`config.mk`:
```
export PLATFORM = sky130hd
export DESIGN_NAME = rollover_gen
export DESIGN_NICKNAME = d
export VERILOG_FILES = /design/src/rtl/rollover_gen.sv
export SDC_FILE = /design/constraint.sdc
export NUM_CORES = 1
export LEC_CHECK = 0
export ABC_AREA = 0
export BUFFER_PORTS_ARGS = -buffer_cell sky130_fd_sc_hd__buf_4
export CAP_MARGIN = 10
export CORE_MARGIN = 3
export CORE_UTILIZATION = 55
export DETAILED_ROUTE_END_ITERATION = 8
export PLACE_DENSITY = 0.76
export SLEW_MARGIN = 10
export SYNTH_ARGS = -nofsm -noshare
export SYNTH_HDL_FRONTEND = slang
export SYNTH_SLANG_ARGS = --single-unit
export TNS_END_PERCENT = 10
```
`constraint.sdc`:
```
create_clock -name i_clk -period 5.1 [get_ports i_clk]
set_input_delay 0.765 -clock i_clk [delete_from_list [all_inputs] [get_ports i_clk]]
set_output_delay 0.765 -clock i_clk [all_outputs]
set_load 0.03 [all_outputs]
```
`src/rtl/rollover_gen.sv`:
```
// rollover_gen: programmable tick generator feeding the clock-toggle stage.
//
// Counts enabled i_clk cycles with a down-counter and emits a one-cycle registered
// o_roll_over pulse every m_period enabled cycles. Supports continuous and one-shot
// operation and a valid/ready period-update port with a shadow register.
//
// Optional feature (macro ROLLOVER_GEN_ROLL_CNT_EN): adds o_roll_cnt, a saturating count
// of rollover pulses since the last start.
//
// Ports:
//   i_clk          system clock, posedge
//   i_reset        asynchronous active-low reset
//   i_enable       count qualifier
//   i_start        start request (sampled in IDLE, also holds DONE while high)
//   i_stop         stop request, forces IDLE, highest priority
//   i_oneshot      mode select latched at start (1 = single rollover then DONE)
//   i_period       new period value (0 is clamped to 1)
//   i_period_valid i_period offered
//   o_period_ready period update can be accepted
//   o_roll_over    registered rollover pulse. With period 1 and i_enable held high it
//                  stays high continuously; only level-sensitive consumers tolerate that.
//   o_count        current down-counter value
//   o_busy         high in RUN
//   o_roll_cnt     (ROLLOVER_GEN_ROLL_CNT_EN only) saturating rollover count

module rollover_gen #(
  parameter int unsigned WIDTH          = 8,
  parameter int unsigned DEFAULT_PERIOD = 10
) (
  input  logic             i_clk,
  input  logic             i_reset,
  input  logic             i_enable,
  input  logic             i_start,
  input  logic             i_stop,
  input  logic             i_oneshot,
  input  logic [WIDTH-1:0] i_period,
  input  logic             i_period_valid,
  output logic             o_period_ready,
  output logic             o_roll_over,
  output logic [WIDTH-1:0] o_count,
  output logic             o_busy
`ifdef ROLLOVER_GEN_ROLL_CNT_EN
  ,
  output logic [WIDTH-1:0] o_roll_cnt
`endif
);

  localparam logic [WIDTH-1:0] DefPeriod = WIDTH'(DEFAULT_PERIOD);
  localparam logic [WIDTH-1:0] One       = WIDTH'(1);

  typedef enum logic [1:0] {StIdle, StRun, StDone} state_e;

  state_e           state;
  logic [WIDTH-1:0] m_period;
  logic [WIDTH-1:0] shadow;
  logic             shadow_full;
  logic [WIDTH-1:0] count;
  logic             roll;
  logic             oneshot;

  logic             xfer;
  logic             roll_set;
  logic [WIDTH-1:0] new_period;
  logic [WIDTH-1:0] reload;

  // Ready only drops while a shadowed value waits for its rollover.
  assign o_period_ready = ~shadow_full;
  assign xfer           = i_period_valid & o_period_ready;
  assign new_period     = (i_period == '0) ? One : i_period;
  // A pending shadow value takes effect on the very reload that consumes it.
  assign reload         = shadow_full ? (shadow - One) : (m_period - One);
  assign roll_set       = ~i_stop && (state == StRun) && i_enable && (count == '0);

  always_ff @(posedge i_clk or negedge i_reset) begin
    if (!i_reset) begin
      state       <= StIdle;
      m_period    <= DefPeriod;
      shadow      <= '0;
      shadow_full <= 1'b0;
      count       <= DefPeriod - One;
      roll        <= 1'b0;
      oneshot     <= 1'b0;
    end else begin
      roll <= 1'b0;
      if (i_stop) begin
        // Stop wins over start and over a coincident rollover; pending shadow is dropped.
        state       <= StIdle;
        shadow_full <= 1'b0;
        if (xfer) begin
          m_period <= new_period;
          count    <= new_period - One;
        end else begin
          count <= m_period - One;
        end
      end else begin
        unique case (state)
          StIdle: begin
            if (xfer) m_period <= new_period;
            if (i_start) begin
              state   <= StRun;
              oneshot <= i_oneshot;
              count   <= m_period - One;
            end else if (xfer) begin
              count <= new_period - One;
            end
          end
          StRun: begin
            // xfer implies the shadow is empty, so it never collides with the clear below.
            if (xfer) begin
              shadow      <= new_period;
              shadow_full <= 1'b1;
            end
            if (i_enable) begin
              if (count != '0) begin
                count <= count - One;
              end else begin
                roll <= 1'b1;
                if (shadow_full) begin
                  m_period    <= shadow;
                  shadow_full <= 1'b0;
                end
                if (oneshot) begin
                  state <= StDone;
                  count <= '0;
                end else begin
                  count <= reload;
                end
              end
            end
          end
          StDone: begin
            if (xfer) m_period <= new_period;
            if (!i_start) begin
              state <= StIdle;
              count <= xfer ? (new_period - One) : (m_period - One);
            end
          end
          default: state <= StIdle;
        endcase
      end
    end
  end

  assign o_roll_over = roll;
  assign o_count     = count;
  assign o_busy      = (state == StRun);

`ifdef ROLLOVER_GEN_ROLL_CNT_EN
  logic [WIDTH-1:0] roll_cnt;

  always_ff @(posedge i_clk or negedge i_reset) begin
    if (!i_reset) begin
      roll_cnt <= '0;
    end else if (!i_stop && (state == StIdle) && i_start) begin
      roll_cnt <= '0;
    end else if (roll_set && (roll_cnt != '1)) begin
      roll_cnt <= roll_cnt + One;
    end
  end

  assign o_roll_cnt = roll_cnt;
`else
  logic unused_roll_set;
  assign unused_roll_set = roll_set;
`endif

endmodule
```
==> Flow_metrics.wiki, run 1 <==
{| class="wikitable"
! Metric !! Value
|-
| Minimum clock period || 2.86 ns
|-
| Setup Skew || around 0.010 ns
|-
| Arrival time of the worst setup path || 3.03 ns
|-
| Post-layout utilization of the core || 66.1%
|-
| Vias per std cell || 6.51
|-
| Net total in the final layout || 338
|-
| Power per cell area || 592 nW/um^2
|-
| WL final || 6600 um
|-
| Clock latency at the later pin of the worst-skew pair || 0.29 ns
|-
| Net Sw Power || ~760 uW
|-
| Longest Clk Path Bufs || 2
|-
| RSZ-0062 raised after global routing || false
|-
| Post-synthesis adder-cell area fraction || 4.67%
|-
| Pint || 850 uW
|-
| Crit path launch type || input port
|-
| Kind of cell with the highest combined delay on the critical path || simple AND/OR/NAND/NOR gates
|-
| Crit-path max cell delay || 0.63 ns
|-
| Logic gate share of total power || 53.0%
|-
| Number of enable flip-flop cells after synthesis || 0
|-
| Setup Viol. Count Final || 0
|-
| Type of the setup path with the least slack || in2reg
|-
| Data required, critical path || 5.27 ns
|-
| Number of DRC markers after the initial detailed-route iteration || 290
|-
| Routability congestion estimate || 1.01
|-
| Total chip power || 1.61 mW
|-
| Number of hold buffers added after CTS || 0
|-
| Worst reg-to-reg setup slack || 2.56 ns
|-
| Synthesized netlist net count || around 320
|-
| Half-perimeter wire length of the detailed placement result || 4820 um
|-
| Sum Neg Setup Slack || 0 ns
|-
| Simple-gate share of the synthesized area || between 20% and 30%
|-
| Die span in x || 72.2 um
|-
| CP Capture Point || o_count[6]
|-
| Post-synthesis instance area || around 2400 sq um
|-
| Fill count || 373
|-
| Fraction of synthesized cell area in xor and xnor cells || under 10%
|-
| Area of the placeable core || between 4000 and 5000 sq um
|-
| Post-CTS Setup Bufs || 0
|-
| Non-Filler Instances || about 370
|-
| Beginning of the critical path || i_period[2]
|-
| Synth Flop Type || dfrtp_1
|-
| Mapped Cells || slightly below 300
|-
| CP max-delay cell || nor4_1
|-
| Layout overhead on the synthesized area || 12.7%
|-
| Num ports || 26
|-
| Pre-antenna DRT Iters || 5
|-
| Master cell of the clock root buffer || clkbuf_8
|-
| Depth of the worst register-to-register path || 5
|-
| Fraction of synthesized cell area taken by the top area cell type || 25.9%
|-
| Fin. Hold Viols || 0
|-
| Start of the worst register-to-register path || shadow_full
|-
| Number of antenna violations at the first check in global routing || 0
|-
| Post-CTS resize count || 0
|-
| First-pass GRT wire length || ~11000 um
|-
| Post-route DRC violation count || 0
|-
| Final critical-path share of the clock period || 56.1%
|-
| Fraction of synthesized area in multiplexers || 4.88%
|-
| Sequential cell area || 731 sq um
|-
| Number of I/O port buffers || 25
|-
| Aggregate global-route resource usage || approximately 27%
|-
| Wire length per cell after detailed routing || 18.1 um
|-
| Area of the die || approximately 5200 sq um
|-
| Critical Path Fanout Max || 8
|-
| Vias in the first global route || 2170
|-
| Top cell type by total area after synthesis || dfrtp_1
|-
| Synth area leaders || dfrtp_1 26%, nor2_1 5.4%, a21oi_1 5.2%, ha_1 4.7%, dfstp_2 4.4%
|-
| Synth Register Bits || 29
|-
| Pleak || 1.09 nW
|-
| Worst slew margin || 37.0%
|-
| Worst setup EP type || flip-flop
|-
| Residual antenna-violating net count after detailed routing || 0
|-
| Critical Path Stages || 10
|-
| Final count of pins violating max slew || 0
|-
| Register area share after synthesis || 30.3%
|-
| Cell Rows || 23
|-
| Cells along the critical path || buf_4, nor4_1, a31o_2, inv_1, ha_1, nor3b_1, nor3_1, a211oi_2, nor4b_1, o22ai_1
|-
| Transition time of the tightest slew-check pin || ~0.94 ns
|-
| Distinct cell type count after synthesis || just under 60
|-
| Post-Place Cells || about 360
|-
| H-tree depth || 2
|-
| Via Count || 2376
|-
| Achievable frequency || around 350 MHz
|-
| N_diodes || 0
|-
| Reported max-cap violation count || 0
|-
| Path class of the lowest-slack min-delay path || in2async
|-
| Compound-Gate Fraction of Synth Area || 25.4%
|-
| Reg clk slew, reported paths || 0.07 ns
|-
| Multi-input logic area || 1560 sq um
|-
| Largest net degree at the start of global routing || 30
|-
| IR Drop Worst-Case VDD || 0.000273 V
|-
| R2R Path End || o_count[7]
|-
| Fraction of registers with async set or reset after synthesis || 100%
|-
| Average cell area after synthesis || 8.18 sq um
|-
| Count of clock tree sinks || 29
|-
| Cts bufs inserted || 5
|-
| Switching part of the total power || 47.2%
|-
| Result of the run || completed
|-
| Clock network power share || approximately 16%
|-
| Share of final-layout standard cells stronger than drive strength 1 || between 10% and 20%
|-
| Combinational family with the most area after synthesis || compound AO/OA/AOI/OAI gates
|-
| Initial Utilization || 58.6%
|-
| Warnings from Yosys || 0
|-
| TritonCTS clock tree || yes
|-
| Die Y-Extent || 72.2 um
|-
| Fraction of power consumed by sequential logic || 31.2%
|-
| Gr ovfl total || 0
|-
| Buf/Inv on CP || 2
|}
==> layout by cell type, fill, tap and decap left out, types with 12 or more instances in the layout <==
| master | instances |
|---|---|
| a21oi_1 | 25 |
| nand2_1 | 25 |
| o21ai_0 | 16 |
| nor2_1 | 35 |
| buf_4 | 25 |
| inv_1 | 17 |
| o22ai_1 | 12 |
| dfrtp_1 | 25 |
==> flip-flops by register name (all words and copies together), names as in the netlist <==
name and flops:
state 2, o_count 8, shadow 8, m_period 8
o_roll_over 1, oneshot 1, shadow_full 1
==> cells in the mapped netlist, drive strengths merged (6+ instances only) <==
cell type,number
a211oi,6
nor3,7
nand2,25
o21ai,16
nor4,10
dfrtp,25
xnor2,8
mux2,6
clkbuf,7
nor2,35
nand3,8
buf,6
a21oi,25
o22ai,12
xor2,9
inv,17
ha,9
==> worst min-delay path by stage <==
stage,start,end,slack [ns],depth (start not counted)
CTS,i_reset,o_count[5],0.40,1
global placement,m_period[1],m_period[1],0.51,2
finish,i_reset,o_count[5],0.39,1
floorplan,i_reset,m_period[0],0.47,0
global route,i_reset,o_count[2],0.42,1
detailed placement,m_period[3],m_period[3],0.53,2
==> through the flow <==
step / instance area, sq um / hold slack, ns / setup WS, ns
2_1_floorplan: 2410 / 0.469 / 2.39
3_3_place_gp: 2600 / 0.511 / 2.20
3_5_place_dp: 2600 / 0.534 / 2.04
4_1_cts: 2720 / 0.404 / 2.32
5_1_grt: 2720 / 0.418 / 1.97
6_report: 2720 / 0.390 / 2.24
==> metal layers <==
layer	share of wire, %	track usage (%)	vias up	wire length [um]
li1	-	-	1114	-
met1	46	37.8	1111	3000
met2	44	41.6	132	2920
met3	7.4	4.29	19	487
met4	2.8	10.6	0	187
met5	0	0	-	0
==> logic make-up after synthesis <==
| family | after synthesis |
|---|---|
| buf+inv | 30 |
| simple gates | 111 |
| flops | 29 |
| xor+xnor | 17 |
| mux | 11 |
| fa+ha+maj | 9 |
| compound gates | 88 |
==> power groups by stage <==
stage	logic (mW)	clock network, mW	registers, mW
global placement	0.829	0	0.496
floorplan	0.578	0	0.518
CTS	0.844	0.257	0.496
detailed placement	0.837	0	0.499
global route	0.929	0.266	0.516
finish	0.854	0.254	0.502
==> worst register-to-register path, stage by stage (launching register included) <==
cell and delay [ns]:
dfrtp_1 0.61, nor2b_1 0.84, o22ai_1 0.25, a2111oi_2 0.45, o21a_1 0.18, a221oi_1 0.07
==> final cells by class <==
class	instances	share of cell area [%]
tap	50	2.30
inverter	17	2.35
multi-input combinational	236	57.3
sequential	29	26.9
clock buffer	7	3.18
clock inverter	1	1.10
timing repair buffer	25	6.90
(Power assumes the default switching activity.)
==> inputs of run 2 (changes only) <==
Settings changed: CORE_UTILIZATION 55 to 53, PLACE_DENSITY 0.76 to 0.77.
Clock period 5.1 ns to 2.35 ns, I/O delays scaled along.
==> run 2 against run 1 <==
Net effect: the flow now finishes with violations (hold timing); final area up 4.2%; non-clock buffer count up 13; via count up 0.93%; core utilization up 1.4 points; first-iteration DRC count down 18%; final cell count up 3.6%; worst hold slack worse by 0.40 ns; sequential power up 110%; critical path depth down 2; combinational power up 130%; flip-flop and latch count unchanged; clock power up 110%.
==> Flow_metrics.wiki, run 2 (same netlist as run 1, synthesis figures left out) <==
{| class="wikitable"
! Metric !! Value
|-
| Data required, critical path || 2.53 ns (-2.74 ns)
|-
| Power per cell area || 1260 nW/um^2 (+110%)
|-
| IR Drop Worst-Case VDD || 0.000619 V (+130%)
|-
| Vias in the first global route || 2243 (+3.4%)
|-
| Critical Path Fanout Max || 8 (unchanged)
|-
| Post-Place Cells || 370 (+3.6%)
|-
| Final count of pins violating max slew || 0 (unchanged)
|-
| Initial Utilization || 57.4% (-1.2 points)
|-
| Layout overhead on the synthesized area || 17.5%
|-
| Half-perimeter wire length of the detailed placement result || 5180 um (+7.5%)
|-
| Vias per std cell || 6.34 (-2.5%)
|-
| RSZ-0062 raised after global routing || false
|-
| Num ports || 26 (unchanged)
|-
| WL final || 6880 um (+4.3%)
|-
| Setup Viol. Count Final || 0 (unchanged)
|-
| Via Count || 2398 (+0.93%)
|-
| TritonCTS clock tree || yes
|-
| N_diodes || 0 (unchanged)
|-
| Final critical-path share of the clock period || 94.7%
|-
| H-tree depth || 2 (unchanged)
|-
| Pre-antenna DRT Iters || 4 (-1)
|-
| Minimum clock period || ~2.2 ns
|-
| Longest Clk Path Bufs || 2 (unchanged)
|-
| Clock latency at the later pin of the worst-skew pair || 0.28 ns (about the same)
|-
| Highest-count cells in the layout ignoring fill and taps || 37 x buf_4, 35 x nor2_1, 25 x nand2_1, 25 x a21oi_1, 25 x dfrtp_1
|-
| Post-CTS Setup Bufs || 0 (unchanged)
|-
| Residual antenna-violating net count after detailed routing || 0 (unchanged)
|-
| Number of I/O port buffers || 25 (unchanged)
|-
| Reported max-cap violation count || 0 (unchanged)
|-
| Share of final-layout standard cells stronger than drive strength 1 || 20.4% (+3.9 points)
|-
| Count of clock tree sinks || 29 (unchanged)
|-
| Arrival time of the worst setup path || 2.41 ns (-0.62 ns)
|-
| Post-layout utilization of the core || 67.5% (+1.4 points)
|-
| Final hold slack || -0.00758 ns (-0.398 ns)
|-
| Setup Skew || 0.00307 ns (-0.00731 ns)
|-
| Transition time of the tightest slew-check pin || 0.602 ns (-0.342 ns)
|-
| Pleak || 1.16 nW (+6.2%)
|-
| Standard cell area after detailed placement || 2710 sq um (+4.2%)
|-
| Gr ovfl total || 0 (unchanged)
|-
| Die span in x || 73.5 um (+1.7%)
|-
| Fin. Hold Viols || 7 (+7)
|-
| First-pass GRT wire length || 11300 um (+3.3%)
|-
| Area of the die || 5400 sq um (+3.5%)
|-
| Violations in the final reports || hold timing
|-
| Final Instance Area || 2830 sq um (+4.2%)
|-
| Number of antenna violations at the first check in global routing || 0 (unchanged)
|-
| Master cell of the clock root buffer || clkbuf_8
|-
| Wire length per cell after detailed routing || 18.2 um (+0.67%)
|-
| Worst setup EP type || flip-flop
|-
| Reg clk slew, reported paths || 0.07 ns (about the same)
|-
| Result of the run || complete, but fails checks
|-
| Crit path launch type || flip-flop
|-
| Die Y-Extent || 73.5 um (+1.7%)
|-
| Cts bufs inserted || 5 (unchanged)
|-
| Total chip power || 3.57 mW (+120%)
|-
| Non-Filler Instances || 378 (+3.6%)
|-
| Aggregate global-route resource usage || 27.2% (+0.21 points)
|-
| Cell Rows || 23 (unchanged)
|-
| Area of the placeable core || 4200 sq um (+2.1%)
|-
| Type of the setup path with the least slack || reg2reg
|-
| Worst slew margin || 59.5% (+23 points)
|-
| Most common library cell in the layout ignoring fill and taps || buf_4
|-
| Routability congestion estimate || 0.985 (-2.9%)
|-
| Largest net degree at the start of global routing || 30 (unchanged)
|-
| Post-route DRC violation count || 0 (unchanged)
|-
| Number of DRC markers after the initial detailed-route iteration || 237 (-18%)
|-
| Net total in the final layout || 351 (+3.8%)
|-
| Achievable frequency || 449 MHz
|-
| Path class of the lowest-slack min-delay path || in2async
|}
-- run 2: cell count changes in the layout (fill, tap and decap cells not counted) --
cell | before | now
a2111oi_1 | 0 | 1
buf_12 | 0 | 1
and3_2 | 0 | 1
buf_4 | 25 | 37
nor2b_2 | 0 | 1
and3_1 | 1 | 0
a2111oi_0 | 1 | 0
nor2b_1 | 3 | 2
-- run 2: timing repair --
| action | in CTS | in global routing |
|---|---|---|
| endpoints found under the setup margin | 0 | 9 |
| hold buffers | 0 | 0 |
| resized for setup | 0 | 3 |
| hold endpoints to repair | 0 | 0 |
-- run 2: worst max-delay path, cell delays in order (launching register included) --
cell     delay [ns]
dfstp_2        0.56
inv_1          0.08
ha_1           0.22
nor2b_2        0.17
and3_2         0.29
or3_1          0.39
o21ai_0        0.08
nor4_1         0.07
o32ai_1        0.27
-- run 2: report_power, final --
part | internal (mW) | switching, mW
registers | 0.753 | 0.309
logic | 0.806 | 1.16
clock network | 0.345 | 0.196
-- run 2: metal layers --
metal | vias to the layer above | global-route usage (%) | wire length [um]
met5 | - | 0 | 0
met4 | 0 | 10.7 | 236
met3 | 26 | 4.65 | 469
met2 | 111 | 40.4 | 3000
met1 | 1114 | 39.1 | 3170
li1 | 1147 | - | -
-- run 2: metrics by stage --
stage	worst slack, ns	TNS [ns]
after floorplan	0.0493	0
after global placement	0.0912	0
after detailed placement	-0.00689	-0.00689
after CTS	0.0967	0
after global routing	0.00502	0
final	0.125	0
-- run 2: area by class of cell --
| type | instances | area, sq um |
|---|---|---|
| repair buffers | 38 | 298 |
| clock inverters | 1 | 30.0 |
| inverters | 17 | 63.8 |
| flip-flops and latches | 29 | 731 |
| multi-input cells | 236 | 1560 |
| well taps | 50 | 62.6 |
| fillers | 353 | 1370 |
| clock buffers | 7 | 86.3 |
-- run 2: path summary, 6_finish.rpt --
path                              from     endpoint  slack [ns]  cells past startpoint
setup / recovery            o_count[0]   o_count[3]        0.12                      8
hold / removal                 i_reset  shadow_full      -0.008                      1
setup reg to reg            o_count[0]   o_count[3]        0.12                      8
hold reg to reg            m_period[1]  m_period[1]        0.53                      2
max in group asynchronous      i_reset   o_count[3]        2.03                      1
min in group i_clk           i_oneshot      oneshot        0.30                      2
